==> config.mk <==
export PLATFORM = sky130hd
export DESIGN_NAME = reg_file_sb_flat
export DESIGN_NICKNAME = d
export VERILOG_FILES = /design/src/rtl/reg_file_sb_if.sv /design/src/rtl/reg_file_sb.sv /design/src/flat_wrapper.sv
export SDC_FILE = /design/constraint.sdc
export NUM_CORES = 1
export LEC_CHECK = 0
export ABC_AREA = 1
export CAP_MARGIN = 20
export CORE_MARGIN = 4
export CORE_UTILIZATION = 55
export CTS_CLUSTER_SIZE = 16
export DETAILED_ROUTE_END_ITERATION = 10
export DONT_BUFFER_PORTS = 1
export MAX_ROUTING_LAYER = met4
export PLACE_DENSITY = 0.76
export SLEW_MARGIN = 20
export SYNTH_ARGS = -nofsm -noshare
export SYNTH_HDL_FRONTEND = slang
export SYNTH_SLANG_ARGS = --single-unit
export TNS_END_PERCENT = 100
==> constraint.sdc <==
create_clock -name clk -period 3.5 [get_ports clk]
set_input_delay 0.35 -clock clk [delete_from_list [all_inputs] [get_ports clk]]
set_output_delay 0.35 -clock clk [all_outputs]
set_load 0.02 [all_outputs]
==> src/rtl/reg_file_sb_if.sv <==
// Register-file bus: one write port, two read ports, scoreboard lock port and status.
// The controller drives the master side, the register file implements the slave side.
interface reg_file_sb_if #(
    parameter int DW = 8,
    parameter int AW = 2
);
    logic          we;
    logic [AW-1:0] wa;
    logic [DW-1:0] wd;
    logic [AW-1:0] sr;
    logic [AW-1:0] dr;
    logic [DW-1:0] s;
    logic [DW-1:0] d;
    logic          lock;
    logic [AW-1:0] la;
    logic          s_busy;
    logic          d_busy;
    logic          any_busy;
    logic          lock_err;

    modport master (
        output we, wa, wd, sr, dr, lock, la,
        input  s, d, s_busy, d_busy, any_busy, lock_err
    );

    modport slave (
        input  we, wa, wd, sr, dr, lock, la,
        output s, d, s_busy, d_busy, any_busy, lock_err
    );
endinterface

==> src/rtl/reg_file_sb.sv <==
// Multi-register file with two combinational read ports, one write port,
// optional write-to-read bypass and a per-register busy scoreboard for RAW hazards.
module reg_file_sb #(
    parameter int               DW        = 8,
    parameter int               AW        = 2,
    parameter bit               BYPASS    = 1'b1,
    parameter logic [DW-1:0]    RST_FIRST = 8'h01,
    parameter logic [DW-1:0]    RST_LAST  = 8'h07
) (
    input  logic         clk,
    input  logic         rst,
    reg_file_sb_if.slave bus
);
    localparam int NREG = 2 ** AW;

    logic [DW-1:0]   mem_reg [NREG];
    logic [NREG-1:0] busy_reg;
    logic [NREG-1:0] busy_next;
    logic            lock_err_reg;
    logic            lock_err_next;

    logic [NREG-1:0] wr_sel;
    logic [NREG-1:0] lk_sel;
    logic [DW-1:0]   rst_val [NREG];

    // Per-register decode of write/lock strobes and reset values.
    genvar gi;
    generate
        for (gi = 0; gi < NREG; gi++) begin : g_dec
            assign wr_sel[gi] = bus.we   && (bus.wa == AW'(gi));
            assign lk_sel[gi] = bus.lock && (bus.la == AW'(gi));
            if (gi == 0) begin : g_first
                assign rst_val[gi] = RST_FIRST;
            end else if (gi == NREG - 1) begin : g_last
                assign rst_val[gi] = RST_LAST;
            end else begin : g_mid
                assign rst_val[gi] = '0;
            end
        end
    endgenerate

    // A lock on the register being written wins: the lock names a new producer.
    generate
        for (gi = 0; gi < NREG; gi++) begin : g_busy
            always_comb begin
                busy_next[gi] = busy_reg[gi];
                if (lk_sel[gi]) begin
                    busy_next[gi] = 1'b1;
                end else if (wr_sel[gi]) begin
                    busy_next[gi] = 1'b0;
                end
            end
        end
    endgenerate

    // Locking a register whose result is still pending is an error, unless the
    // pending result is being delivered on this very edge.
    always_comb begin
        lock_err_next = 1'b0;
        if (bus.lock && busy_reg[bus.la] && !(bus.we && bus.wa == bus.la)) begin
            lock_err_next = 1'b1;
        end
    end

    always_ff @(posedge clk) begin
        if (rst) begin
            for (int i = 0; i < NREG; i++) begin
                mem_reg[i] <= rst_val[i];
            end
            busy_reg     <= '0;
            lock_err_reg <= 1'b0;
        end else begin
            for (int i = 0; i < NREG; i++) begin
                if (wr_sel[i]) begin
                    mem_reg[i] <= bus.wd;
                end
            end
            busy_reg     <= busy_next;
            lock_err_reg <= lock_err_next;
        end
    end

    logic s_hit;
    logic d_hit;

    assign s_hit = BYPASS && bus.we && (bus.wa == bus.sr);
    assign d_hit = BYPASS && bus.we && (bus.wa == bus.dr);

    always_comb begin
        bus.s      = mem_reg[bus.sr];
        bus.d      = mem_reg[bus.dr];
        bus.s_busy = busy_reg[bus.sr];
        bus.d_busy = busy_reg[bus.dr];
        if (s_hit) begin
            bus.s      = bus.wd;
            bus.s_busy = 1'b0;
        end
        if (d_hit) begin
            bus.d      = bus.wd;
            bus.d_busy = 1'b0;
        end
    end

    assign bus.any_busy = |busy_reg;
    assign bus.lock_err = lock_err_reg;
endmodule

==> src/flat_wrapper.sv <==
// flat-port wrapper written by rule: the top's interface ports become plain ports
module reg_file_sb_flat 
#(
    parameter int               DW        = 8,
    parameter int               AW        = 2,
    parameter bit               BYPASS    = 1'b1,
    parameter logic [DW-1:0]    RST_FIRST = 8'h01,
    parameter logic [DW-1:0]    RST_LAST  = 8'h07
)
  (clk, rst, bus_we, bus_wa, bus_wd, bus_sr, bus_dr, bus_lock, bus_la, bus_s, bus_d, bus_s_busy, bus_d_busy, bus_any_busy, bus_lock_err);
  reg_file_sb_if #(.DW(DW), .AW(AW)) bus_i ();
  input  logic clk;
  input  logic rst;
  input wire logic [$bits(bus_i.we)-1:0] bus_we;
  input wire logic [$bits(bus_i.wa)-1:0] bus_wa;
  input wire logic [$bits(bus_i.wd)-1:0] bus_wd;
  input wire logic [$bits(bus_i.sr)-1:0] bus_sr;
  input wire logic [$bits(bus_i.dr)-1:0] bus_dr;
  input wire logic [$bits(bus_i.lock)-1:0] bus_lock;
  input wire logic [$bits(bus_i.la)-1:0] bus_la;
  output wire logic [$bits(bus_i.s)-1:0] bus_s;
  output wire logic [$bits(bus_i.d)-1:0] bus_d;
  output wire logic [$bits(bus_i.s_busy)-1:0] bus_s_busy;
  output wire logic [$bits(bus_i.d_busy)-1:0] bus_d_busy;
  output wire logic [$bits(bus_i.any_busy)-1:0] bus_any_busy;
  output wire logic [$bits(bus_i.lock_err)-1:0] bus_lock_err;
  assign bus_i.we = bus_we;
  assign bus_i.wa = bus_wa;
  assign bus_i.wd = bus_wd;
  assign bus_i.sr = bus_sr;
  assign bus_i.dr = bus_dr;
  assign bus_i.lock = bus_lock;
  assign bus_i.la = bus_la;
  assign bus_s = bus_i.s;
  assign bus_d = bus_i.d;
  assign bus_s_busy = bus_i.s_busy;
  assign bus_d_busy = bus_i.d_busy;
  assign bus_any_busy = bus_i.any_busy;
  assign bus_lock_err = bus_i.lock_err;
  reg_file_sb #(.DW(DW), .AW(AW), .BYPASS(BYPASS), .RST_FIRST(RST_FIRST), .RST_LAST(RST_LAST)) u_core (.clk(clk), .rst(rst), .bus(bus_i));
endmodule
==> results_dict.tcl, run 1 <==
set metrics [dict create \
    path_cells "inv_2, nand2_1, nand2_4, nand3_4, nand2_1, nand2_1" \
    die_h_um 76.5 \
    cts.path.max_buffers 2 \
    die_w_um 76.5 \
    drv_slew 0 \
    nets 390 \
    power.total_w 0.00119 \
    worstSetupPathType "in -> out" \
    h-tree-depth 2 \
    arrival_ns 1.32 \
    io_buffers 0 \
    clock_sinks 37 \
    cts_tree "built" \
    fp.coreArea_sq_um 4440 \
    cts_hold_buf 0 \
    tightest_slew_ns 0.803 \
    seqCellArea_sq_um 1060 \
    clk-insertion-delay-late_ns 0.29 \
    syn_avg_cell_area_sq_um 6.94 \
    critPathTopFamily "simple AND/OR/NAND/NOR gates" \
    yosysTopAreaCell "edfxtp_1" \
    cp.required_ns 3.15 \
    switching_power_w 0.000337 \
    viasPerCell 5.63 \
    cpMaxStageDelayCell "inv_2" \
    path_buf_inv 1 \
    slew_headroom_pct 45.9 \
    initialDrtViolationCount 307 \
    startpoint_type "input pin" \
    drive_above_1_share_pct 8.36 \
    ys_ff_latch 37 \
    yosys_warnings 0 \
    grt_antenna_before_repair 0 \
    fmax_mhz 600 \
    setup.worst_path.end_class "output pin" \
    dp_hpwl_um 4700 \
    synth_nets 392 \
    track_usage_pct 25.5 \
    ios 40 \
    ir_drop_v 0.000270 \
    wl_um 6900 \
    fin_cells 423 \
    wl_per_cell_um 16.3 \
    synth_flop_cell "edfxtp_1" \
    multi_input_area_sq_um 1200 \
    die_area_sq_um 5850 \
    rsz0062_at_grt "no" \
    clkPwrFrac_pct 37.1 \
    power_frac_seq_pct 43.6 \
    synth_cell_types 24 \
    power.density_nw_per_um2 440 \
    hold_path_class "in -> reg" \
    postSynth.asyncResetShare_pct 0 \
    synth_top_area_share_pct 37.2 \
    rows 24 \
    num_antenna_cells 0 \
    tns_ns 0 \
    p_int_w 0.000852 \
    vias 2383 \
    post_cts_buffers 0 \
    grt_pass1_wl_um 11500 \
    netlist_area_sq_um 2580 \
    cts-root-buf "clkbuf_8" \
    gp_congestion 0.866 \
    swShare_pct 28.4 \
    synth_edf_count 32 \
    cts_made_buffers 5 \
    status "finished clean" \
    slowest_delay_ns 0.20 \
    dp_cells 415 \
    ant_nets 0 \
    crit_top_cell "nand2_1" \
    clk_pin_slew_ns 0.08 \
    ys_top_cells_by_area "edfxtp_1 (37%), nand2_1 (22%), nand3_1 (12%)" \
    largest_reg_flops 32 \
    fin_crit_sh_pct 47.7 \
    finalSetupViolCount 0 \
    initial_utilization_pct 58.1 \
    fin_worst_skew_ns 0.000816 \
    finalCriticalPeriod_ns 1.67 \
    area_delta_synth_final_pct 4.90 \
    firstDrtPassIters 5 \
    grt_max_degree 23 \
    synth_cells 372 \
    p_leak_nw 1.39 \
    critPathMaxFanout 11 \
    nFillCells 453 \
    p_comb_share_pct 19.3 \
    hold_viol_final 0 \
    cts_resized 0 \
    overflow 0 \
    maxCapViolCount 0 \
    drc 0 \
    yosysSeqAreaShare_pct 41.1 \
    grt_pass1_vias 2305 \
]
## power by group through the flow
| stage | Clock (W) | Combinational (W) | Sequential, W |
|---|---|---|---|
| CTS | 0.000443 | 0.000230 | 0.000519 |
| global route | 0.000460 | 0.000257 | 0.000521 |
| finish | 0.000442 | 0.000229 | 0.000519 |
| global placement | 0 | 0.000225 | 0.000528 |
| floorplan | 0 | 0.000201 | 0.000526 |
| detailed placement | 0 | 0.000228 | 0.000529 |
## final cells by class
class	instances	area share (%)
multi-input cells	264	44.3
flip-flops and latches	37	39.2
inverters	60	8.60
clock buffers	5	2.54
clock inverters	3	2.40
well taps	52	2.40
repair buffers	2	0.555
## cell usage in the layout (no fill, tap or decap), types with 2 or more instances in the layout
cell,synthesis,routed
buf_4,3,2
bufinv_16,0,2
clkbuf_8,0,5
dfxtp_1,5,5
edfxtp_1,32,32
inv_1,51,51
inv_2,7,7
nand2_1,149,149
nand2_4,2,2
nand3_1,61,61
nand3_4,2,2
nand4_1,4,4
nor2_1,32,32
nor2_4,2,2
o21ai_0,4,4
o21ai_1,2,2
## worst paths after layout
check | startpoint | endpoint | slack (ns) | depth (start not counted)
hold / removal | bus_la[0] | u_core.busy_reg[1]$_SDFFE_PP0P_ | 0.21 | 2
setup reg to reg | u_core.busy_reg[1]$_SDFFE_PP0P_ | u_core.bus.lock_err$_SDFF_PP0_ | 2.81 | 4
hold reg to reg | u_core.busy_reg[0]$_SDFFE_PP0P_ | u_core.busy_reg[0]$_SDFFE_PP0P_ | 0.54 | 2
setup / recovery | bus_dr[1] | bus_d[2] | 1.83 | 6
## routing by layer
layer	vias to the layer above	GRT usage [%]	routed length, um
li1	1165	-	-
met1	1095	32.1	2780
met2	107	42.1	3370
met3	16	4.73	622
met4	0	7.07	127
met5	-	-	0
## synthesized netlist by cell type, types with 2 or more instances
master	instances
nand2_1	149
nand3_1	61
inv_1	51
edfxtp_1	32
nor2_1	32
inv_2	7
dfxtp_1	5
buf_2	4
buf_6	4
nand4_1	4
o21ai_0	4
buf_4	3
nand2_4	2
nand3_4	2
nor2_4	2
o21ai_1	2
## cell families after synthesis
| kind of cell | synth area share [%] |
|---|---|
| AO/OA/AOI/OAI | 2.13 |
| AND/OR/NAND/NOR | 44.3 |
| flip-flops | 41.1 |
| buffers and inverters | 12.4 |
## per-stage QoR
stage	hold slack, ns	setup slack (ns)	area, sq um	util, %
2_1_floorplan	0.489	1.86	2580	-
3_3_place_gp	0.498	1.87	2570	57.9
3_5_place_dp	0.514	1.86	2570	57.9
4_1_cts	0.211	1.86	2710	60.9
5_1_grt	0.219	1.79	2710	60.9
6_report	0.210	1.83	2710	60.9
No activity file was read; power rests on OpenSTA's default activity.
==> run 2, diff against run 1 <==
==> constraint.sdc (replaced) <==
create_clock -name clk -period 1.6 [get_ports clk]
set_input_delay 0.16 -clock clk [delete_from_list [all_inputs] [get_ports clk]]
set_output_delay 0.16 -clock clk [all_outputs]
set_load 0.02 [all_outputs]
==> run 2 against run 1 <==
Sequential cell count did not move. Combinational power rose by 120%. Routed wire length increased by 2.0%. Global-route usage increased by 0.13 points. Critical path depth did not move. Hold slack got worse by 0.19 ns. Sequential power increased by 120%. Cell count increased by 1.4%. Sequential share of layout area decreased by 0.25 points. Setup slack worse by 1.6 ns. Via count up 1.6%. Die area unchanged. Critical path type is now reg -> out. Largest cell class unchanged.
==> results_dict.tcl, run 2 (synthesized netlist as in run 1, its figures left out) <==
set metrics [dict create \
    cpMaxStageDelayCell "edfxtp_1" \
    finalSetupViolCount 0 \
    nFillCells 420 \
    io_buffers 0 \
    num_antenna_cells 0 \
    cts_resized 0 \
    clkPwrFrac_pct 32.5 \
    ios 40 \
    clock_sinks 37 \
    switching_power_w 0.000727 \
    startpoint_type "register" \
    slowest_delay_ns 0.38 \
    setup.worst_path.end_class "output pin" \
    hold_path_class "in -> reg" \
    nets 396 \
    die_h_um 76.5 \
    path_cells "inv_1, nand2_1, nand3_1, nand2_1, nand2_1, nand2_1" \
    grt_pass1_vias 2271 \
    maxCapViolCount 0 \
    drv_slew 0 \
    rsz0062_at_grt "no" \
    viasPerCell 5.64 \
    finalCriticalPeriod_ns 1.35 \
    tightest_slew_ns 0.508 \
    drive_above_1_share_pct 9.28 \
    drc 0 \
    layout_common_cells "nand2_1 (149), nand3_1 (61), inv_1 (51)" \
    crit_top_cell "nand2_1" \
    largest_reg_flops 32 \
    area_delta_synth_final_pct 5.58 \
    cp.required_ns 1.44 \
    fmax_mhz 741 \
    dp_hpwl_um 4870 \
    p_leak_nw 1.40 \
    grt_max_degree 23 \
    worstSetupPathType "reg -> out" \
    status "finished clean" \
    power.density_nw_per_um2 895 \
    track_usage_pct 25.6 \
    initial_utilization_pct 58.1 \
    ant_nets 0 \
    ir_drop_v 0.000588 \
    layout_commonest_cell "nand2_1" \
    place_area_sq_um 2620 \
    clk-insertion-delay-late_ns 0.29 \
    overflow 0 \
    cts.path.max_buffers 2 \
    grt_pass1_wl_um 11300 \
    h-tree-depth 2 \
    swShare_pct 29.8 \
    p_comb_share_pct 21.0 \
    cts_made_buffers 5 \
    slew_headroom_pct 66.1 \
    wl_um 7040 \
    initialDrtViolationCount 315 \
    vias 2420 \
    grt_antenna_before_repair 0 \
    arrival_ns 1.19 \
    clk_pin_slew_ns 0.07 \
    post_cts_buffers 0 \
    fin_worst_skew_ns 0.000228 \
    fin_crit_sh_pct 84.4 \
    p_int_w 0.00171 \
    critPathMaxFanout 2 \
    final_area_sq_um 2720 \
    firstDrtPassIters 5 \
    die_w_um 76.5 \
    rows 24 \
    gp_congestion 0.914 \
    die_area_sq_um 5850 \
    cts_tree "built" \
    fp.coreArea_sq_um 4440 \
    power_frac_seq_pct 46.5 \
    hold_viol_final 0 \
    tns_ns 0 \
    cts-root-buf "clkbuf_8" \
    cts_hold_buf 0 \
    wl_per_cell_um 16.4 \
]
## run 2: critical path, delay by kind of cell, from the launching register on
| kind | cells | cell delay (ns) |
|---|---|---|
| AND/OR/NAND/NOR | 5 | 0.44 |
| flip-flops | 1 | 0.38 |
| buffers and inverters | 1 | 0.08 |
## run 2: final timing paths
| path | start | to | slack (ns) | cells past startpoint |
|---|---|---|---|---|
| min | bus_la[0] | u_core.busy_reg[3]$_SDFFE_PP0P_ | 0.02 | 2 |
| min reg2reg | u_core.busy_reg[3]$_SDFFE_PP0P_ | u_core.busy_reg[3]$_SDFFE_PP0P_ | 0.55 | 2 |
| max reg2reg | u_core.busy_reg[1]$_SDFFE_PP0P_ | u_core.busy_reg[1]$_SDFFE_PP0P_ | 0.89 | 2 |
| max | u_core.mem_reg[3][3]$_SDFFCE_PN0P_ | bus_s[3] | 0.25 | 6 |
## run 2: area by class of cell
class	count	area [sq um]	area share [%]
clock buffer	6	72.6	2.66
clock inverter	2	33.8	1.24
inverter	60	233	8.54
multi-input combinational	264	1200	44.0
sequential	37	1060	39.0
tap	52	65.1	2.39
timing repair buffer	8	60.1	2.20
## run 2: power by group through the flow
stage	clock, W	combinational [W]	sequential (W)
after floorplan	0	0.000441	0.00115
after global placement	0	0.000500	0.00115
after detailed placement	0	0.000506	0.00116
after CTS	0.000798	0.000509	0.00113
after global routing	0.000839	0.000568	0.00114
final	0.000792	0.000513	0.00113
## run 2: stage by stage
stage | worst slack [ns] | instances | util, % | hold WS, ns | total power, W
after detailed placement | 0.380 | 421 | 58.9 | 0.323 | 0.00166
after CTS | 0.242 | 429 | 61.3 | 0.0193 | 0.00244
after floorplan | 0.151 | 372 | - | 0.299 | 0.00159
after global placement | 0.380 | 421 | 58.9 | 0.314 | 0.00165
final | 0.250 | 429 | 61.3 | 0.0216 | 0.00244
after global routing | 0.152 | 429 | 61.3 | 0.0290 | 0.00255
## run 2: routing by layer
metal | wire length [um] | global-route usage [%] | vias to the layer above
met1 | 2790 | 31.0 | 1086
met4 | 125 | 8.33 | 0
met5 | 0 | - | -
met3 | 717 | 5.20 | 15
li1 | - | - | 1174
met2 | 3410 | 42.9 | 145
